File: src/rtl/pipe_alu.sv
// pipe_alu: single-issue ALU with a registered output stage.
// Single-cycle ops (ADD/SUB/AND/OR/XOR/SLT/SHL) produce a result one cycle
// after accept. MUL runs as an iterative shift-add over WIDTH edges and blocks
// new accepts while it runs. The output register is held under backpressure
// and can be drained and refilled on the same edge.
module pipe_alu #(
    parameter int WIDTH = 32
) (
    input  logic             Clock,
    input  logic             Reset,
    input  logic             InValid,
    output logic             InReady,
    input  logic [WIDTH-1:0] DataA,
    input  logic [WIDTH-1:0] DataB,
    input  logic [2:0]       OPCode,
    output logic             OutValid,
    input  logic             OutReady,
    output logic [WIDTH-1:0] FinalOut,
    output logic [3:0]       Status,
    output logic             Busy
);

    localparam int SW = $clog2(WIDTH);
    localparam logic [SW-1:0] CNT_LAST = SW'(WIDTH - 1);
    localparam logic [SW-1:0] CNT_ONE  = SW'(1);

    localparam logic [2:0] OP_ADD = 3'b000;
    localparam logic [2:0] OP_SUB = 3'b001;
    localparam logic [2:0] OP_AND = 3'b010;
    localparam logic [2:0] OP_OR  = 3'b011;
    localparam logic [2:0] OP_XOR = 3'b100;
    localparam logic [2:0] OP_SLT = 3'b101;
    localparam logic [2:0] OP_SHL = 3'b110;
    localparam logic [2:0] OP_MUL = 3'b111;

    typedef enum logic {
        S_IDLE = 1'b0,
        S_MUL  = 1'b1
    } state_t;

    // Architectural state
    state_t               state_q, state_d;
    logic                 out_valid_q, out_valid_d;
    logic [WIDTH-1:0]     final_out_q, final_out_d;
    logic [3:0]           status_q, status_d;

    // Multiplier state: counter of completed iterations, accumulator,
    // multiplicand pre-shifted into a 2*WIDTH lane, multiplier consumed LSB first
    logic [SW-1:0]        cnt_q, cnt_d;
    logic [2*WIDTH-1:0]   acc_q, acc_d;
    logic [2*WIDTH-1:0]   mcand_q, mcand_d;
    logic [WIDTH-1:0]     mplier_q, mplier_d;

    // Handshake and control
    logic                 out_free;
    logic                 in_ready;
    logic                 accept;
    logic                 alu_load;
    logic                 mul_last;
    logic                 mul_load;

    // Single-cycle datapath
    logic [WIDTH:0]       sum_ext;
    logic [WIDTH:0]       diff_ext;
    logic [2*WIDTH-1:0]   shl_ext;
    logic                 slt;
    logic [WIDTH-1:0]     alu_res;
    logic                 alu_c;
    logic                 alu_v;

    // Multiplier step result
    logic [2*WIDTH-1:0]   mul_next;
    logic [WIDTH-1:0]     mul_lo;
    logic [WIDTH-1:0]     mul_hi;

    // Extended-width helpers: carry/borrow land in the top bit, and the
    // widened shift leaves the last bit shifted out at position WIDTH
    // (which is naturally 0 for a shift of 0).
    assign sum_ext  = {1'b0, DataA} + {1'b0, DataB};
    assign diff_ext = {1'b0, DataA} - {1'b0, DataB};
    assign shl_ext  = {{WIDTH{1'b0}}, DataA} << DataB[SW-1:0];
    assign slt      = $signed(DataA) < $signed(DataB);

    // One shift-add step; on the final step this is the full product
    assign mul_next = acc_q + (mplier_q[0] ? mcand_q : {(2*WIDTH){1'b0}});
    assign mul_lo   = mul_next[WIDTH-1:0];
    assign mul_hi   = mul_next[2*WIDTH-1:WIDTH];

    // Handshake: the output slot is free if empty or being drained this edge
    assign out_free = !out_valid_q || OutReady;
    assign in_ready = (state_q == S_IDLE) && out_free;
    assign accept   = InValid && in_ready;
    assign alu_load = accept && (OPCode != OP_MUL);
    assign mul_last = (state_q == S_MUL) && (cnt_q == CNT_LAST);
    assign mul_load = mul_last && out_free;

    assign InReady  = in_ready;
    assign OutValid = out_valid_q;
    assign FinalOut = final_out_q;
    assign Status   = status_q;
    assign Busy     = (state_q == S_MUL);

    // Single-cycle result and C/V flags for the presented opcode
    always_comb begin
        alu_res = '0;
        alu_c   = 1'b0;
        alu_v   = 1'b0;
        case (OPCode)
            OP_ADD: begin
                alu_res = sum_ext[WIDTH-1:0];
                alu_c   = sum_ext[WIDTH];
                alu_v   = (DataA[WIDTH-1] == DataB[WIDTH-1]) &&
                          (alu_res[WIDTH-1] != DataA[WIDTH-1]);
            end
            OP_SUB: begin
                alu_res = diff_ext[WIDTH-1:0];
                alu_c   = !diff_ext[WIDTH];
                alu_v   = (DataA[WIDTH-1] != DataB[WIDTH-1]) &&
                          (alu_res[WIDTH-1] != DataA[WIDTH-1]);
            end
            OP_AND: alu_res = DataA & DataB;
            OP_OR:  alu_res = DataA | DataB;
            OP_XOR: alu_res = DataA ^ DataB;
            OP_SLT: alu_res = {{(WIDTH-1){1'b0}}, slt};
            OP_SHL: begin
                alu_res = shl_ext[WIDTH-1:0];
                alu_c   = shl_ext[WIDTH];
            end
            default: alu_res = '0;
        endcase
    end

    // FSM next state: MUL entered on accept of a multiply, left on its load
    always_comb begin
        state_d = state_q;
        case (state_q)
            S_IDLE: if (accept && (OPCode == OP_MUL)) state_d = S_MUL;
            S_MUL:  if (mul_load) state_d = S_IDLE;
            default: state_d = S_IDLE;
        endcase
    end

    // Multiplier sequencing; frozen on the last step while the output is full
    always_comb begin
        cnt_d    = cnt_q;
        acc_d    = acc_q;
        mcand_d  = mcand_q;
        mplier_d = mplier_q;
        if (accept && (OPCode == OP_MUL)) begin
            cnt_d    = '0;
            acc_d    = '0;
            mcand_d  = {{WIDTH{1'b0}}, DataA};
            mplier_d = DataB;
        end else if ((state_q == S_MUL) && !(mul_last && !out_free)) begin
            cnt_d    = cnt_q + CNT_ONE;
            acc_d    = mul_next;
            mcand_d  = {mcand_q[2*WIDTH-2:0], 1'b0};
            mplier_d = {1'b0, mplier_q[WIDTH-1:1]};
        end
    end

    // Output register: load a new result, else drop valid when drained, else hold
    always_comb begin
        final_out_d = final_out_q;
        status_d    = status_q;
        out_valid_d = out_valid_q;
        if (alu_load) begin
            final_out_d = alu_res;
            status_d    = {alu_res[WIDTH-1], (alu_res == '0), alu_c, alu_v};
            out_valid_d = 1'b1;
        end else if (mul_load) begin
            final_out_d = mul_lo;
            status_d    = {mul_lo[WIDTH-1], (mul_lo == '0), 1'b0, (mul_hi != '0)};
            out_valid_d = 1'b1;
        end else if (OutReady) begin
            out_valid_d = 1'b0;
        end
    end

    // State registers with asynchronous reset; reset aborts any multiply
    always_ff @(posedge Clock or posedge Reset) begin
        if (Reset) begin
            state_q     <= S_IDLE;
            out_valid_q <= 1'b0;
            final_out_q <= '0;
            status_q    <= '0;
            cnt_q       <= '0;
            acc_q       <= '0;
            mcand_q     <= '0;
            mplier_q    <= '0;
        end else begin
            state_q     <= state_d;
            out_valid_q <= out_valid_d;
            final_out_q <= final_out_d;
            status_q    <= status_d;
            cnt_q       <= cnt_d;
            acc_q       <= acc_d;
            mcand_q     <= mcand_d;
            mplier_q    <= mplier_d;
        end
    end

endmodule

File: config.mk
export PLATFORM = sky130hd
export DESIGN_NAME = pipe_alu
export DESIGN_NICKNAME = d
export VERILOG_FILES = /design/src/rtl/pipe_alu.sv
export SDC_FILE = /design/constraint.sdc
export NUM_CORES = 1
export LEC_CHECK = 0
export BUFFER_PORTS_ARGS = -buffer_cell sky130_fd_sc_hd__clkbuf_2
export CORE_ASPECT_RATIO = 1.25
export CORE_UTILIZATION = 45
export DETAILED_ROUTE_END_ITERATION = 12
export SLEW_MARGIN = 30
export SYNTH_ARGS = -nofsm -noshare
export SYNTH_HDL_FRONTEND = slang
export SYNTH_SLANG_ARGS = --single-unit
export TNS_END_PERCENT = 100
File: constraint.sdc
create_clock -name Clock -period 6.45 [get_ports Clock]
set_clock_uncertainty 0.1 [all_clocks]
set_input_delay 1.29 -clock Clock [delete_from_list [all_inputs] [get_ports Clock]]
set_output_delay 1.29 -clock Clock [all_outputs]
set_load 0.05 [all_outputs]
# == Word-level counts from Yosys, hierarchy flattened ==
# Cells that the tools add are included.
# op_classes
n_mux,22
magnitude_cmp,1
n_shift,1
add_sub_neg,4
reduce_logical,22
eq_ne,13
bitwise,4
mul,0
div_mod_pow,0
# ops
operator,count
$mux W64,5
$pmux W32 S7,1
$mux W32,4
$add A64 B64 Y64,1
$logic_not A32 Y1,2
$add A32 B32 Y33,1
$shl A32 B5 Y33,1
$sub A32 B32 Y33,1
$and A32 B32 Y32,1
$lt A32 B32 Y1,1
$or A32 B32 Y32,1
$reduce_bool A32 Y1,1
$xor A32 B32 Y32,1
$eq A3 B3 Y1 const B,4
$logic_and A1 B1 Y1,10
$mux W5,2
$mux W4,2
$eq A3 B2 Y1 const B,2
$add A5 B1 Y5 const B,1
$eq A5 B5 Y1 const B,1
$mux W1,5
$logic_not A1 Y1,4
$pmux W1 S2,2
$reduce_bool A2 Y1,2
other kinds (9),11
# word_totals
latch_bits,0
reg_bits,203
n_memories,0
ramBits,0
romBits,0

# == Longest topological paths before layout ==
# depth
depth_word,8
depth_mapped,19
mapped_depth_nobuf,15

# == Worst setup path before layout ==
# Ideal clock, no wire load.
# synth_path
kind,in2reg
from,in DataB[3]
to,"reg status_q[2], in the netlist Status[2]"
setup_slack_ns,1.348
n_path_buf,3
required_time_ns,6.270
stages,17
arrival_time_ns,4.921
path_cell_list,inv_1 -> buf_1 -> clkbuf_1 -> ha_1 -> buf_6 -> and3_4 -> a221o_1 -> mux2_4 -> a221o_1 -> a21oi_1 -> nand4_1 -> nor4_1 -> and4_1 -> and4_1 -> and4_1 -> nand4_1 -> o211ai_2
# synth_via
elab_chain_len,4
# synth_lines
element,line_no,rtl
start: declaration,14,"input logic [WIDTH-1:0] DataB,"
"$sub A32 B32 Y33, or another cell as far along",80,"assign diff_ext = {1'b0, DataA} - {1'b0, DataB};"
$pmux W32 S7 (*),108,case (OPCode)
$logic_not A32 Y1 (*),169,"status_d = {alu_res[WIDTH-1], (alu_res == '0), alu_c, alu_v};"
$mux W4 (*),167,if (alu_load) begin
end signal: assignment,195,status_q <= status_d;
end: declaration,45,"logic [3:0] status_q, status_d;"
# Mark *: on every way between the ends. The rest lies on a longest branch, timed or not.
# A chain may end at the register's enable or synchronous reset.

# == Worst setup path in the final report ==
# layout_path
from,reg mplier_q[0]
to,"reg status_q[0], in the netlist Status[0]"
# layout_via
elab_chain_len,5
# layout_lines
element,line_no,rtl
start: declaration,52,"logic [WIDTH-1:0] mplier_q, mplier_d;"
start signal: assignment,199,mplier_q <= mplier_d;
$mux W64,85,assign mul_next = acc_q + (mplier_q[0] ? mcand_q : {(2*WIDTH){1'b0}});
$add A64 B64 Y64,85,
$reduce_bool A32 Y1,173,"status_d = {mul_lo[WIDTH-1], (mul_lo == '0), 1'b0, (mul_hi != '0)};"
$mux W4,171,end else if (mul_load) begin
$mux W4,167,
# No other way between the ends. The select of a mux whose other input is x is not followed.

==> impl_metrics.json <==
{
  "nets": 2842,
  "synthArstFlopShare_pct": 100,
  "p_clk_share_pct": 21.3,
  "cts.repair.resized": 0,
  "ir_drop_uv": 373,
  "synth_area_leaders": "dfrtp_1, ha_1, nand2_1, a21oi_1, o21ai_0",
  "drive_above_1_share_pct": 10.2,
  "finalSetupViolCount": 0,
  "switching_share_pct": 48.3,
  "power.density_mw_per_mm2": 322,
  "grt_max_degree": 144,
  "cts.clk_slew.worst_paths_ns": 0.06,
  "cts.sinks": 202,
  "fin_crit_ns": 5.09,
  "synth_seq_cells": 202,
  "critPathMaxStageDelay_ns": 0.75,
  "crit_end": "Status[0]$_DFFE_PP0P_",
  "dp_hpwl_um": 65500,
  "end_kind": "flop",
  "hold_viol_final": 0,
  "rsz0062_at_grt": "no",
  "drt_first_iter_violations": 1475,
  "finalNonFillerCells": 3169,
  "yosys_warnings": 0,
  "hold_class": "reg -> reg",
  "clockBufferDepth": 3,
  "yosysMostFrequentCell": "nand2_1",
  "die_area_sq_mm": 0.0452,
  "cpMostUsedCell": "a31oi_1",
  "antenna_found_initial": 1,
  "die_w_um": 190,
  "slew_headroom_pct": 30.9,
  "power.leakage_uw": 0.0102,
  "start_kind": "flop",
  "grt_util_all_layers_pct": 36.8,
  "crit_buf_inv": 1,
  "dr.pass1.iters": 5,
  "clock-root-buffer": "clkbuf_16",
  "fp-row-count": 85,
  "grt_pass1_wl_um": 126000,
  "p_int_uw": 3630,
  "htreeDepth": 1,
  "grt_overflow": 0,
  "dpl.cell_count": 3126,
  "vias": 20400,
  "wl_per_cell_um": 26.7,
  "numCtsBuffers": 26,
  "seq_power_share_pct": 30.5,
  "post_cts_buffers": 0,
  "register_area_sq_mm": 0.00505,
  "finalInstanceArea_sq_mm": 0.0218,
  "place_congestion": 0.996,
  "pwr-share-comb_pct": 48.2,
  "final_antenna_net_count": 0,
  "yosys.area.top_type_share_pct": 25.3,
  "avgSynthCellArea_sq_um": 7.76,
  "crit_type": "reg -> reg",
  "tns_ns": 0,
  "placed_area_sq_mm": 0.0209,
  "cts_hold_buf": 0,
  "crit_required_ns": 6.76,
  "r2r-end": "Status[0]$_DFFE_PP0P_",
  "rr_worst_depth": 15,
  "critPathLaunch": "mplier_q[0]$_DFFE_PP0P_",
  "synthesis.area_sq_mm": 0.0199,
  "seq_area_frac_synth_pct": 25.3,
  "final_max_slew_viol_count": 0,
  "path_cells": "buf_12 > and2_1 > ha_1 > or2_1 > a21oi_1 > a31oi_1 > a211oi_1 > nor3_1 > nand2b_1 > a31oi_1 > xor2_1 > and4b_1 > nand4_1 > nor4bb_1 > o211ai_1",
  "ys_top_cells_by_count": "nand2_1, dfrtp_1, a21oi_1",
  "vias_per_cell": 6.45,
  "io_pins": 110,
  "synth-main-ff-cell": "dfrtp_1",
  "n_fill_cell": 4344,
  "r2r_slack_ns": 1.36,
  "arrival_ns": 5.41,
  "cp.depth": 15,
  "drc": 0,
  "synth_area_leader_cell": "dfrtp_1",
  "port_buffers": 109,
  "maxCapViolCount": 0,
  "fmax_ghz": 0.196,
  "timing.rr.start": "mplier_q[0]$_DFFE_PP0P_",
  "setup_slack_ns": 1.36,
  "critical-path-slowest-cell": "nor3_1",
  "worst_pin_slew_ns": 1.03,
  "first_global_vias": 20200,
  "critPathTopFamily": "simple AND/OR/NAND/NOR gates",
  "p_switching_uw": 3400,
  "insertion_delay_ns": 0.57,
  "ys_types": 97,
  "synth_edf_count": 0,
  "initial_core_util_pct": 46.0,
  "synthToLayoutAreaGrowth_pct": 9.30,
  "die_height_um": 237,
  "netlist_instances": 2572,
  "pre_cts_ws_ns": 1.08,
  "drt_wl_total_um": 84700,
  "synth_nets": 2825,
  "core_area_sq_mm": 0.0434,
  "post-route-period-util_pct": 78.9,
  "path_max_fanout": 59,
  "status": "finished clean",
  "multi_input_area_sq_mm": 0.0138,
  "cts_tree": "built",
  "final_core_util_pct": 50.2
}
## metrics by stage
| stage | hold WS [ns] | total power (uW) |
|---|---|---|
| after floorplan | 0.346 | 4340 |
| after global placement | 0.358 | 5440 |
| after detailed placement | 0.363 | 5500 |
| after CTS | 0.380 | 7020 |
| after global routing | 0.393 | 7390 |
| final | 0.378 | 7030 |
## cell type report
type	instances	area share, %
multi-input combinational	2080	63.2
sequential	202	23.2
clock buffer	33	3.39
tap	565	3.24
antenna	1	0.0115
inverter	123	2.13
clock inverter	9	0.534
timing repair buffer	156	4.35
## layer usage
metal	share of wire (%)	global-route usage, %	up-vias
met1	37	40.8	9942
met2	51	66.8	868
met3	5.8	4.34	251
met4	6.5	21.7	2
li1	-	-	9384
met5	0.013	0	-
## how the worst min path moves through the flow
stage                             startpoint                       end  slack [ns]  depth (start not counted)
CTS                  mplier_q[4]$_DFFE_PP0P_   mplier_q[4]$_DFFE_PP0P_        0.38                          2
global route         mplier_q[8]$_DFFE_PP0P_   mplier_q[8]$_DFFE_PP0P_        0.39                          2
finish               mplier_q[8]$_DFFE_PP0P_   mplier_q[8]$_DFFE_PP0P_        0.38                          2
floorplan           mplier_q[10]$_DFFE_PP0P_  mplier_q[10]$_DFFE_PP0P_        0.35                          2
global placement     mplier_q[7]$_DFFE_PP0P_   mplier_q[7]$_DFFE_PP0P_        0.36                          2
detailed placement  mplier_q[24]$_DFFE_PP0P_  mplier_q[24]$_DFFE_PP0P_        0.36                          2
## cells by family after synthesis
logic type               Yosys count  share of synthesized area [%]
buffers and inverters            290                           5.83
flip-flops                       202                           25.3
multiplexers                      88                           4.97
adder cells (fa/ha/maj)          182                           11.5
AO/OA/AOI/OAI                    842                           28.0
XOR/XNOR                          83                           3.64
AND/OR/NAND/NOR                  885                           20.7
## placed cells by master, fill, tap and decap left out, drive strengths merged, types with 20 or more instances in the layout
cell,synthesis,layout
a211oi,24,24
a21o,41,41
a21oi,191,191
a22oi,96,96
a31oi,26,26
and2,71,71
buf,41,47
clkbuf,126,142
dfrtp,202,202
ha,179,179
inv,123,126
mux2,20,20
mux2i,62,62
nand2,422,422
nand2b,21,21
nand3,41,41
nand4,32,32
nor2,150,150
nor3,39,39
nor4,20,20
o211ai,22,22
o21ai,190,190
o22ai,66,66
xnor2,51,51
xor2,32,32
## power groups by stage
stage	clock network (uW)	logic, uW	registers, uW
floorplan	0	2040	2300
global placement	0	3300	2140
detailed placement	0	3340	2150
CTS	1520	3360	2140
global route	1570	3640	2180
finish	1490	3390	2150
## state kept, by name, summed over array words and instances (netlist names)
name	cells
mcand_q	64
acc_q	64
OutValid	1
FinalOut	32
Status	3
Busy	1
mplier_q	32
cnt_q	5
## tightest hold or removal path: cells and delay by family, from the launching register on
family,cells,cell delay [ns]
flip-flops,1,0.34
AND/OR/NAND/NOR,2,0.10
Power figures use the tool's default switching activity.
